### config.mk
export PLATFORM = sky130hd
export DESIGN_NAME = analyzer_capture
export DESIGN_NICKNAME = d
export VERILOG_FILES = /design/src/rtl/analyzer_capture_pkg.sv /design/src/rtl/analyzer_capture_sync.sv /design/src/rtl/analyzer_capture.sv
export SDC_FILE = /design/constraint.sdc
export NUM_CORES = 1
export LEC_CHECK = 0
export ABC_AREA = 1
export BUFFER_PORTS_ARGS = -buffer_cell sky130_fd_sc_hd__buf_2
export CAP_MARGIN = 20
export CORE_AREA = 4 4 101 150
export CTS_BUF_LIST = sky130_fd_sc_hd__clkbuf_2 sky130_fd_sc_hd__clkbuf_4 sky130_fd_sc_hd__clkbuf_8
export DETAILED_ROUTE_END_ITERATION = 16
export DIE_AREA = 0 0 105 154
export PLACE_DENSITY = 0.65
export SLEW_MARGIN = 0
export SYNTH_ARGS = -nofsm -noshare
export SYNTH_HDL_FRONTEND = slang
export SYNTH_SLANG_ARGS = --single-unit
### constraint.sdc
create_clock -name clk -period 3.25 [get_ports clk]
set_input_delay 0.4875 -clock clk [delete_from_list [all_inputs] [get_ports clk]]
set_output_delay 0.4875 -clock clk [all_outputs]
set_load 0.01 [all_outputs]
### src/rtl/analyzer_capture_pkg.sv
// Shared types and helpers for the logic-analyzer capture block.
package analyzer_capture_pkg;

   // Capture controller states.
   typedef enum logic [1:0] {
      ST_IDLE  = 2'd0,
      ST_ARMED = 2'd1,
      ST_POST  = 2'd2,
      ST_DONE  = 2'd3
   } cap_state_e;

   // Address width for a buffer of the given depth (never narrower than 1 bit).
   function automatic int calc_aw(input int depth);
      return (depth > 1) ? $clog2(depth) : 1;
   endfunction

endpackage

### src/rtl/analyzer_capture_sync.sv
// Multi-bit flop-chain synchroniser: q is d delayed by SYNC clock edges.
module sync_chain #(
   parameter int CH   = 1,
   parameter int SYNC = 2
) (
   input  logic          clk,
   input  logic          rst_n,
   input  logic [CH-1:0] d,
   output logic [CH-1:0] q
);

   logic [CH-1:0] stage_q [SYNC];

   // Shift the raw inputs through SYNC flop stages.
   always_ff @(posedge clk or negedge rst_n) begin
      if (!rst_n) begin
         for (int i = 0; i < SYNC; i++) stage_q[i] <= '0;
      end else begin
         stage_q[0] <= d;
         for (int i = 1; i < SYNC; i++) stage_q[i] <= stage_q[i-1];
      end
   end

   assign q = stage_q[SYNC-1];

endmodule

### src/rtl/analyzer_capture.sv
// Multi-channel logic-analyzer capture: synchronise probes, record into a
// circular buffer, freeze after a mask/value trigger plus post-trigger count,
// then stream the captured samples out oldest-first over valid/ready.
module analyzer_capture
   import analyzer_capture_pkg::*;
#(
   parameter  int CH    = 5,
   parameter  int SYNC  = 2,
   parameter  int DEPTH = 16,
   localparam int AW    = calc_aw(DEPTH)
) (
   input  logic          clk,
   input  logic          rst_n,
   input  logic [CH-1:0] ch_in,
   output logic [CH-1:0] ch_sync,
   input  logic          arm,
   input  logic          abort,
   input  logic [CH-1:0] trig_mask,
   input  logic [CH-1:0] trig_value,
   input  logic          trig_edge,
   input  logic [AW-1:0] post_count,
   output logic          armed,
   output logic          triggered,
   output logic          done,
   output logic          rd_valid,
   input  logic          rd_ready,
   output logic [CH-1:0] rd_data,
   output logic          rd_last
);

   localparam logic [AW:0] FULL = (AW+1)'(DEPTH);

   cap_state_e    state_q, state_d;
   logic [AW-1:0] wr_ptr_q, wr_ptr_d;
   logic [AW:0]   fill_q, fill_d;
   logic [AW-1:0] remain_q, remain_d;
   logic [AW:0]   rd_idx_q, rd_idx_d;
   logic          match_d_q;
   logic          wr_en;
   logic          match, trig, xfer;
   logic [AW-1:0] rd_base, rd_ptr;
   logic [CH-1:0] mem_q [DEPTH];

   sync_chain #(.CH(CH), .SYNC(SYNC)) u_sync (
      .clk   (clk),
      .rst_n (rst_n),
      .d     (ch_in),
      .q     (ch_sync)
   );

   assign match = (((ch_sync ^ trig_value) & trig_mask) == '0);
   assign trig  = trig_edge ? (match & ~match_d_q) : match;

   // Readout walks forward from the oldest retained sample; once the buffer
   // has wrapped, the oldest sample sits at the next write position.
   assign rd_base  = (fill_q == FULL) ? wr_ptr_q : '0;
   assign rd_ptr   = rd_base + rd_idx_q[AW-1:0];
   assign rd_valid = (state_q == ST_DONE) && (rd_idx_q < fill_q);
   assign rd_last  = rd_valid && (rd_idx_q == fill_q - 1'b1);
   assign rd_data  = rd_valid ? mem_q[rd_ptr] : '0;
   assign xfer     = rd_valid & rd_ready;

   assign armed     = (state_q == ST_ARMED);
   assign triggered = (state_q == ST_POST) || (state_q == ST_DONE);
   assign done      = (state_q == ST_DONE);

   // Next-state, write enable and pointer/counter updates.
   always_comb begin
      state_d  = state_q;
      wr_ptr_d = wr_ptr_q;
      fill_d   = fill_q;
      remain_d = remain_q;
      rd_idx_d = rd_idx_q;
      wr_en    = 1'b0;
      case (state_q)
         ST_IDLE: begin
            if (arm) begin
               state_d  = ST_ARMED;
               wr_ptr_d = '0;
               fill_d   = '0;
               rd_idx_d = '0;
            end
         end
         ST_ARMED: begin
            wr_en = 1'b1;
            if (trig) begin
               remain_d = post_count;
               state_d  = (post_count == '0) ? ST_DONE : ST_POST;
            end
         end
         ST_POST: begin
            wr_en    = 1'b1;
            remain_d = remain_q - 1'b1;
            if (remain_q == AW'(1)) state_d = ST_DONE;
         end
         ST_DONE: begin
            if (arm) begin
               state_d  = ST_ARMED;
               wr_ptr_d = '0;
               fill_d   = '0;
               rd_idx_d = '0;
            end else if (xfer) begin
               rd_idx_d = rd_idx_q + 1'b1;
               if (rd_last) state_d = ST_IDLE;
            end
         end
         default: state_d = ST_IDLE;
      endcase
      if (abort) begin
         state_d  = ST_IDLE;
         wr_en    = 1'b0;
         rd_idx_d = rd_idx_q;
      end
      if (wr_en) begin
         wr_ptr_d = wr_ptr_q + 1'b1;
         fill_d   = (fill_q == FULL) ? fill_q : fill_q + 1'b1;
      end
   end

   // Control registers. match_d tracks match continuously so that a pattern
   // already present when the capture is armed does not count as an edge.
   always_ff @(posedge clk or negedge rst_n) begin
      if (!rst_n) begin
         state_q   <= ST_IDLE;
         wr_ptr_q  <= '0;
         fill_q    <= '0;
         remain_q  <= '0;
         rd_idx_q  <= '0;
         match_d_q <= 1'b0;
      end else begin
         state_q   <= state_d;
         wr_ptr_q  <= wr_ptr_d;
         fill_q    <= fill_d;
         remain_q  <= remain_d;
         rd_idx_q  <= rd_idx_d;
         match_d_q <= match;
      end
   end

   // Capture buffer; contents are deliberately left uncleared by reset.
   always_ff @(posedge clk) begin
      if (wr_en) mem_q[wr_ptr_q] <= ch_sync;
   end

endmodule
==> out/qor.csv <==
metric,value,unit
syn-cell-area,5450,µm²
preCtsSetupSlack,102,ps
fin_tns_setup,-467,ps
dp.final_hpwl,8610,µm
drt_pre_antenna_iters,5,
post_route_cells_drive_above_1_share,0.197,
synth_cells,560,
route.detailed.wl_per_inst,16.0,µm
io_pins,40,
cts_root_buffer,sky130_fd_sc_hd__clkbuf_8,
fp.dieArea,16200,µm²
worst_skew_pair.late_latency,370,ps
worstPathArrival,2890,ps
grt_max_degree,41,
fp_rows,53,
timing.critical_path.slowest_stage_cell,sky130_fd_sc_hd__fa_2,
max-clock-path-buffers,2,
detail_route.iter0.violations,177,
sw_frac_of_total,0.337,
net-switching-power,0.00119,W
path_cells,inv_2 > ha_4 > nand3_4 > nor2_2 > ha_2 > fa_2 > clkbuf_16 > a21oi_1 > a32oi_2 > mux2i_1 > a21oi_1 > buf_2,
mostFrequentLayoutCells,"sky130_fd_sc_hd__nand2_1, sky130_fd_sc_hd__edfxtp_1, sky130_fd_sc_hd__nor2_1",
clk_pin_slew,110,ps
route.detailed.drc,0,
setup_violations,5,
yosys_warnings,0,
slew_limit_headroom,0.517,
layout-area-overhead-vs-synth,15.4,%
worst-endpoint-required,2760,ps
fin_area,6290,µm²
share_seq_of_total_power,0.476,
yosys_reg_bits,111,
combinationalPowerShare,0.279,
place.port_buffers,39,
syn-num-nets,607,
cts_hold_repair.buffers,0,
detail_route.vias_per_cell,5.08,
max_cap_violations,0,
die_x,105,µm
timing.final.crit_share,1.04,
status,"finished, violations left",
clock_tree_from_tritoncts,yes,
violations,setup timing,
route.final.wire_length,12600,µm
critPathMaxFanout,5,
antenna-diode-count,0,
initial_antenna_violation_count,0,
post-route-min-period,3370,ps
track_usage,0.156,
yosysUniqueCellTypes,35,
globalRouteOverflowTotal,0,
pwr_density_cell,563,nW/µm²
floorplan.die.height,154,µm
fin_worst_skew,15.1,ps
finalNetCount,661,
r2r-end,mem_q[7][1],
worstPathBufferInverterCount,3,
critical_path.startpoint_type,flip-flop,
cpMostUsedCell,sky130_fd_sc_hd__a21oi_1,
max_stage_delay,710,ps
num-fill-cells,1329,
routed-via-count,3982,
clock_buffer_count_from_cts,9,
worst_path_dominant_cell_family,adder cells,
fmaxAchievable,296,MHz
worst_pin_slew,725,ps
layout_commonest_cell,sky130_fd_sc_hd__nand2_1,
seq_area,3180,µm²
hold_viol,0,
power.internal,0.00235,W
category_of_the_worst_setup_path_capture_point,output port,
ant_nets,0,
clk_network_pwr_share,0.245,
gp_routability_congestion,0.871,
power.static_leakage,2.65,nW
rsz_0062_raised_after_global_routing,yes,
grt_pass1_wl,20000,µm
rrSetupSlack,1130,ps
numClockSinks,111,
placeableCoreArea,13900,µm²
number_of_global_route_vias_before_repair,3995,
ys_seq_area_frac,0.583,
ff2ff_path_depth,6,
postSynthAreaPerCell,9.73,µm²
p_total,0.00354,W
post_dp_cell_area,5820,µm²
min-delay-path-class,primary input to async pin,
cts.htree.levels,3,
timing_max_transition_violations_final,0,
worst_r2r_startpoint,state_q[0],
floorplan.initialDensity,0.391,
area_of_the_multi_input_gates,2060,µm²
critPathKind,flip-flop to output port,
vdd_ir_drop_max,0.307,mV
final.setup.worst_slack,-124,ps
## logic make-up (layout without fill, tap and decap cells)
| logic type | after synthesis | in the layout | synth area share |
|---|---|---|---|
| muxes | 6 | 6 | 0.0110 |
| DFF | 111 | 111 | 0.583 |
| adders and majority gates | 22 | 22 | 0.0519 |
| and+or+nand+nor | 285 | 285 | 0.225 |
| AOI/OAI and AO/OA | 64 | 64 | 0.0666 |
| xor gates and xnor gates | 5 | 5 | 0.00804 |
| buffers and inverters | 67 | 126 | 0.0540 |
## repair_timing
action | CTS | global route
pin swaps | 4 | 11
resized for setup | 11 | 15
gates cloned | 2 | 2
setup buffers | 6 | 6
setup endpoints to repair | 5 | 5
## worst max path at each step
stage | startpoint | end | slack [ps] | cells past startpoint
after floorplan | fill_q[0] | rd_data[0] | 340 | 11
after global placement | fill_q[0] | rd_data[4] | 200 | 12
after detailed placement | fill_q[0] | rd_data[0] | 100 | 12
after CTS | fill_q[0] | rd_data[4] | -80 | 12
after global routing | fill_q[1] | rd_data[4] | -250 | 12
final | fill_q[0] | rd_data[0] | -120 | 12
## cell type report
class	instances	share of cell area
Clock buffer	9	0.0197
Clock inverter	7	0.0135
Inverter	47	0.0283
Multi-Input combinational cell	382	0.327
Sequential cell	111	0.505
Tap cell	165	0.0328
Timing Repair Buffer	63	0.0730
## routing by layer
layer / global-route usage / up-vias / wire length [µm] / part of all wire
met3: 0.0244 / 14 / 507 / 0.040
met5: 0 / - / 0 / 0
li1: - / 1973 / - / -
met4: 0.0488 / 0 / 178 / 0.014
met2: 0.289 / 103 / 6910 / 0.55
met1: 0.183 / 1892 / 4980 / 0.40
## stage by stage
step                      utilization  hold WS (ps)  instances
final                           0.452           155        784
after CTS                       0.442           167        776
after detailed placement        0.418           335        752
after global placement          0.418           332        752
after global routing            0.452           173        784
after floorplan                     -           192        560
## registers in the layout, summed over array words and instances (netlist names)
name            cells
u_sync.stage_q      5
rd_idx_q            5
mem_q              80
fill_q              5
match_d_q           1
state_q             2
remain_q            4
u_sync.q            5
wr_ptr_q            4
## synthesized netlist by cell type
library cell                 n  area [µm²]
sky130_fd_sc_hd__nor3_1      3        15.0
sky130_fd_sc_hd__a31oi_1     1        6.26
sky130_fd_sc_hd__nor2_8      1        20.0
sky130_fd_sc_hd__nor3b_1     2        15.0
sky130_fd_sc_hd__nand3_2     4        40.0
sky130_fd_sc_hd__inv_1      40         150
sky130_fd_sc_hd__o22ai_1     1        6.26
sky130_fd_sc_hd__o21ai_0    12        60.1
sky130_fd_sc_hd__nor2_1     71         267
sky130_fd_sc_hd__nand2_1   156         586
sky130_fd_sc_hd__dfrtp_1    31         776
sky130_fd_sc_hd__o21ai_1    16        80.1
sky130_fd_sc_hd__and3_1      1        6.26
sky130_fd_sc_hd__a32oi_1    10        87.6
sky130_fd_sc_hd__fa_1        1        20.0
sky130_fd_sc_hd__a21oi_1    23         115
sky130_fd_sc_hd__xnor2_1     1        8.76
sky130_fd_sc_hd__nor2_4      2        22.5
sky130_fd_sc_hd__ha_1       21         263
sky130_fd_sc_hd__xor2_1      4        35.0
sky130_fd_sc_hd__nand4_1     1        6.26
sky130_fd_sc_hd__inv_2       6        22.5
sky130_fd_sc_hd__clkbuf_1    6        22.5
sky130_fd_sc_hd__buf_4      10        75.1
sky130_fd_sc_hd__nor2_2      2        12.5
sky130_fd_sc_hd__a22oi_1     1        7.51
sky130_fd_sc_hd__nor3_2      1        10.0
sky130_fd_sc_hd__buf_2       4        20.0
sky130_fd_sc_hd__nand2_2     7        43.8
sky130_fd_sc_hd__mux2i_1     6        60.1
sky130_fd_sc_hd__nor4_1      1        6.26
sky130_fd_sc_hd__edfxtp_1   80        2400
sky130_fd_sc_hd__nand3_4     1        17.5
sky130_fd_sc_hd__clkinv_1    1        3.75
sky130_fd_sc_hd__nand3_1    32         160
## power groups by stage
stage	logic [W]	registers, W	clock network [W]
after global routing	0.00111	0.00170	0.000946
after CTS	0.000953	0.00168	0.000891
after global placement	0.000870	0.00171	0
after floorplan	0.000663	0.00171	0
final	0.000990	0.00168	0.000867
after detailed placement	0.000900	0.00172	0
Note: power is estimated with default switching activity, not from simulation.
